<file path="config.mk">
export PLATFORM = sky130hd
export DESIGN_NAME = ifu_fetch
export DESIGN_NICKNAME = d
export VERILOG_FILES = /design/src/rtl/ifu_pkg.sv /design/src/rtl/ifu_fetch.sv
export SDC_FILE = /design/constraint.sdc
export NUM_CORES = 1
export LEC_CHECK = 0
export ABC_AREA = 0
export CORE_MARGIN = 10
export CORE_UTILIZATION = 41
export DETAILED_ROUTE_END_ITERATION = 7
export HOLD_SLACK_MARGIN = 0.06
export PLACE_DENSITY_LB_ADDON = 0.2
export SLEW_MARGIN = 20
export SYNTH_ARGS = -nofsm -noshare
export SYNTH_HDL_FRONTEND = slang
export SYNTH_SLANG_ARGS = --single-unit
</file>
<file path="constraint.sdc">
create_clock -name clock -period 3.6 [get_ports clock]
set_input_delay 0.36 -clock clock [delete_from_list [all_inputs] [get_ports clock]]
set_output_delay 0.36 -clock clock [all_outputs]
set_load 0.05 [all_outputs]
</file>
<file path="src/rtl/ifu_pkg.sv">
// ifu_pkg: shared types and constants for the instruction fetch unit.
//   state_t          fetch FSM states (ERR exists only with IFU_ALIGN_CHECK_EN)
//   WORD_BYTES       instruction size in bytes, the sequential PC step
//   DEFAULT_NOP_INST value presented on inst while nothing is held
package ifu_pkg;
    localparam int WORD_BYTES = 4;
    localparam logic [31:0] DEFAULT_NOP_INST = 32'h0000_0000;
`ifdef IFU_ALIGN_CHECK_EN
    typedef enum logic [2:0] {IDLE, REQ, WAIT, HOLD, ERR} state_t;
`else
    typedef enum logic [1:0] {IDLE, REQ, WAIT, HOLD} state_t;
`endif
endpackage

</file>
<file path="src/rtl/ifu_fetch.sv">
// ifu_fetch: single-outstanding instruction fetch with a one-entry decode holding slot.
//   clock, reset             rising-edge clock, asynchronous active-high reset
//   pc / npc                 current PC in, next PC out to the external PC register
//   imem_req/addr/gnt        request channel to instruction memory
//   imem_rvalid/rdata        response channel from instruction memory
//   redir / redir_target     branch/jump redirect, highest priority
//   inst_valid/inst/inst_pc  instruction offered to decode, inst_ready accepts it
//   fetch_err                misaligned fetch flag, only with IFU_ALIGN_CHECK_EN
module ifu_fetch
    import ifu_pkg::*;
#(
    parameter logic [31:0] NOP_INST = DEFAULT_NOP_INST
) (
    input  logic        clock,
    input  logic        reset,
    input  logic [31:0] pc,
    output logic [31:0] npc,
    output logic        imem_req,
    output logic [31:0] imem_addr,
    input  logic        imem_gnt,
    input  logic        imem_rvalid,
    input  logic [31:0] imem_rdata,
    input  logic        redir,
    input  logic [31:0] redir_target,
    output logic        inst_valid,
    output logic [31:0] inst,
    output logic [31:0] inst_pc,
    input  logic        inst_ready
`ifdef IFU_ALIGN_CHECK_EN
    ,
    output logic        fetch_err
`endif
);
    state_t      state;
    logic        discard;
    logic [31:0] inst_q;
    logic        misaligned;

`ifdef IFU_ALIGN_CHECK_EN
    assign misaligned = pc[1:0] != 2'b00;
    assign imem_addr  = pc;
    assign fetch_err  = state == ERR;
`else
    assign misaligned = 1'b0;
    assign imem_addr  = {pc[31:2], 2'b00};
`endif

    assign imem_req   = state == REQ && !misaligned;
    assign inst_valid = state == HOLD;
    assign inst       = inst_valid ? inst_q : NOP_INST;
    // redirect beats the handshake, so a redirected HOLD never advances by a word
    assign npc = reset ? pc :
                 redir ? redir_target :
                 (inst_valid && inst_ready) ? pc + 32'(WORD_BYTES) : pc;

    always_ff @(posedge clock or posedge reset) begin
        if (reset) begin
            state   <= IDLE;
            discard <= 1'b0;
            inst_q  <= NOP_INST;
            inst_pc <= '0;
        end else begin
            case (state)
                IDLE: state <= redir ? IDLE : REQ;
                REQ: begin
`ifdef IFU_ALIGN_CHECK_EN
                    if (misaligned)
                        state <= redir ? REQ : ERR;
                    else
`endif
                    if (imem_gnt) begin
                        state   <= WAIT;
                        discard <= redir;
                    end
                end
                WAIT: begin
                    // a redirect in flight makes the returning word stale
                    if (imem_rvalid) begin
                        discard <= 1'b0;
                        if (discard || redir)
                            state <= REQ;
                        else begin
                            state   <= HOLD;
                            inst_q  <= imem_rdata;
                            inst_pc <= pc;
                        end
                    end else if (redir)
                        discard <= 1'b1;
                end
                HOLD: state <= (redir || inst_ready) ? REQ : HOLD;
`ifdef IFU_ALIGN_CHECK_EN
                ERR: state <= redir ? REQ : ERR;
`endif
                default: state <= IDLE;
            endcase
        end
    end
endmodule

</file>
==> impl_results.md <==
* Status: finished, final reports clean
* Busiest grt layer: met2
* Critical path launch point: redir
* Root Buffer: clkbuf_8
* DR pass1 iterations at 4
* Total global routing overflow at 0
* Die Height at approximately 130 um
* Number of buffers created by CTS at 9
* Htree depth at 3
* Clock slew at reported path FFs at 70 ps
* Clock Latency Late Sink at roughly 340 ps
* Max Cap Viol at 0
* Number of global-route vias before repair at 4435
* Fillers at ~850
* Yosys warns at 0
* Mapped Cells at between 400 and 500
* WL/cell at about 21 um
* First-pass GRT wire length at between 20 and 30 mm
* Final period util at between 80 and 90%
* Peak supply drop at 0.371 mV
* Most frequent cell on the critical path: mux2i_1
* Drt first-iter violations at 286
* Synth Cell Area at about 4600 um2
* Most frequent cells after synthesis: dfrtp_1 (67), mux2_4 (48), and3_1 (38)
* GRT met3 Usage at around 6.4%
* HP Class: input port to async pin
* DRT Wirelength at 16.0 mm
* CP endpoint kind: output port
* Leak at between 3 and 4 nW
* Synthesized flop and latch total at 67
* Hold_buf cts at 0
* Pwr Total at between 0.004 and 0.005 W
* Maximum clock frequency at roughly 330 MHz
* GP Congestion at approximately 0.86
* Max Buffers Root-to-Sink at 2
* Vias at between 4000 and 5000
* # rows at 38
* Synthesized area per cell at 10.3 um2
* Initial antenna violation count at 1
* Final Hold Fails at 0
* Post-synth top area share at around 37%
* Met1 Use GR at about 23%
* Synth Flop Type: dfrtp_1
* IO Port Bufs at 229
* Most common cell in the netlist: dfrtp_1
* Die width at around 130 um
* Slew HR at between 50% and 60%
* Startpoint Class: input port
* Slew of the pin with the lowest slew margin at 660 ps
* Synth area leader: dfrtp_1
* Global Route met2 Usage at 32.8%
* R2R Path Start: state[1]$_DFFE_PP0P_
* WP buf/inv at 4
* Yosys cell types at 44
* DRC Markers at 0
* CP required at 3240 ps
* Fin nets at ~730
* Post-synth EDFFs at 0
* GRT Util Overall at just under 20%
* Pwr per Cell Area at approximately 660 nW/um2
* Final ANT Viol Nets at 0
* Worst Path Class, Setup: input port to output port
* Final setup viols at 0
* Arrival @ worst endpoint at about 2700 ps
* CP peak stage delay at between 700 and 800 ps
* Worst Path Max Fanout at 24
* Vias per inst at about 5.4
* Layout area overhead at 57.4%
* Clock sink count at 67
* Fraction of registers with async set/reset at 100%
* DIE AREA at between 15000 and 20000 um2
* Setup total negative slack at 0 ps
* Ratio of cells with drive above 1 in the final layout at 21.5%
* Top cells by area, synth: dfrtp_1 (37%), mux2_4 (16%), buf_4 (5.6%), and3_1 (5.2%), mux2_2 (4.2%)
* Min Clock Period, post-route at approximately 3100 ps
* Post-CTS Setup Repair Bufs at 0
* Final Slew Violations at 0
* Largest net degree at the start of global routing at 44
* CTS tree: built
* Core area at between 10000 and 15000 um2
* Post-CTS sizing at 0
* Final Skew at 6.82 ps
* Seq/Total Area, Yosys at a little under two fifths
* Crit path max-delay cell type: clkdlybuf4s50_1
* # IOs at about 230
* Initial Util at 41.9%
* CP top delay family: buffers and inverters
* RSZ-0062 raised after global routing: false
* Detail Placement HPWL at around 12 mm
* CP Cell Sequence: clkdlybuf4s50_1 -> clkinv_1 -> nor2_4 -> buf_4 -> mux2i_1 -> mux2i_1 -> buf_12
per-layer routing:
metal | up-vias | part of all wire [%]
li1 | 1972 | -
met4 | 0 | 1.3
met5 | - | 0
met1 | 2064 | 39
met2 | 154 | 51
met3 | 14 | 8.3
worst paths after layout:
| check | end | slack, ps | depth (start not counted) |
|---|---|---|---|
| min in group clock | inst_pc[16]$_DFFE_PP0P_ | 500 | 2 |
| worst max-delay path | npc[28] | 540 | 7 |
| max in group asynchronous | inst_pc[23]$_DFFE_PP0P_ | 2500 | 3 |
| worst min-delay path | inst_pc[24]$_DFFE_PP0P_ | 350 | 2 |
| worst max register to register | inst_q[8]$_DFFE_PP0P_ | 1340 | 5 |
| worst min register to register | inst_pc[16]$_DFFE_PP0P_ | 500 | 2 |
metrics by stage:
| stage | instance area (um2) | instances | setup slack (ps) | hold WS (ps) | utilization [%] |
|---|---|---|---|---|---|
| 4_1_cts | 7180 | 773 | 530 | 335 | 66.0 |
| 3_3_place_gp | 6970 | 756 | 610 | 469 | 64.0 |
| 6_report | 7180 | 774 | 535 | 350 | 66.0 |
| 5_1_grt | 7180 | 774 | 366 | 375 | 66.0 |
| 3_5_place_dp | 6990 | 757 | 527 | 482 | 64.2 |
| 2_1_floorplan | 4570 | 443 | 254 | 472 | - |
flip-flops by register name (all words and copies together) (netlist names):
signal / count
inst_pc: 32
inst_q: 32
state: 2
discard: 1
power breakdown:
group          switching, W  internal, W
registers          0.000183      0.00110
logic               0.00166      0.00118
clock network      0.000310     0.000289
cells in the final DEF, fill, tap and decap left out, types with 3 or more instances in the layout:
| cell type | netlist | routed |
|---|---|---|
| nor2b_1 | 5 | 5 |
| clkinvlp_4 | 0 | 3 |
| dfrtp_1 | 67 | 67 |
| and3_1 | 38 | 38 |
| buf_4 | 34 | 13 |
| mux2_4 | 48 | 48 |
| a21oi_1 | 4 | 4 |
| o211ai_1 | 5 | 5 |
| and4_1 | 4 | 4 |
| or3_1 | 6 | 6 |
| inv_1 | 3 | 3 |
| nand2_1 | 28 | 28 |
| o21ai_0 | 18 | 18 |
| nand4_1 | 8 | 8 |
| a22oi_1 | 24 | 24 |
| mux2i_1 | 16 | 16 |
| clkdlybuf4s50_1 | 0 | 197 |
| buf_12 | 0 | 29 |
| nor2_1 | 20 | 19 |
| nand3_1 | 27 | 27 |
| mux2_2 | 17 | 17 |
| a31oi_1 | 4 | 4 |
| clkbuf_8 | 0 | 11 |
| nor3_1 | 5 | 5 |
layout make-up:
cell class                      count  area [um2]  share of cell area [%]
Clock inverter                      5        36.3                   0.505
Inverter                            5        20.0                   0.279
Multi-Input combinational cell    305        2440                    34.0
Tap cell                          140         175                    2.44
Timing Repair Buffer              240        2680                    37.3
Sequential cell                    67        1680                    23.3
Clock buffer                       11         151                    2.11
Antenna cell                        1        2.50                  0.0348
logic make-up after synthesis:
family                   synth area share (%)
AO/OA/AOI/OAI                            9.87
adder cells (fa/ha/maj)                 0.274
buffers and inverters                    9.98
flip-flops                               36.7
multiplexers                             23.5
other                                  0.0822
AND/OR/NAND/NOR                          19.6
Power figures use the tool's default switching activity.
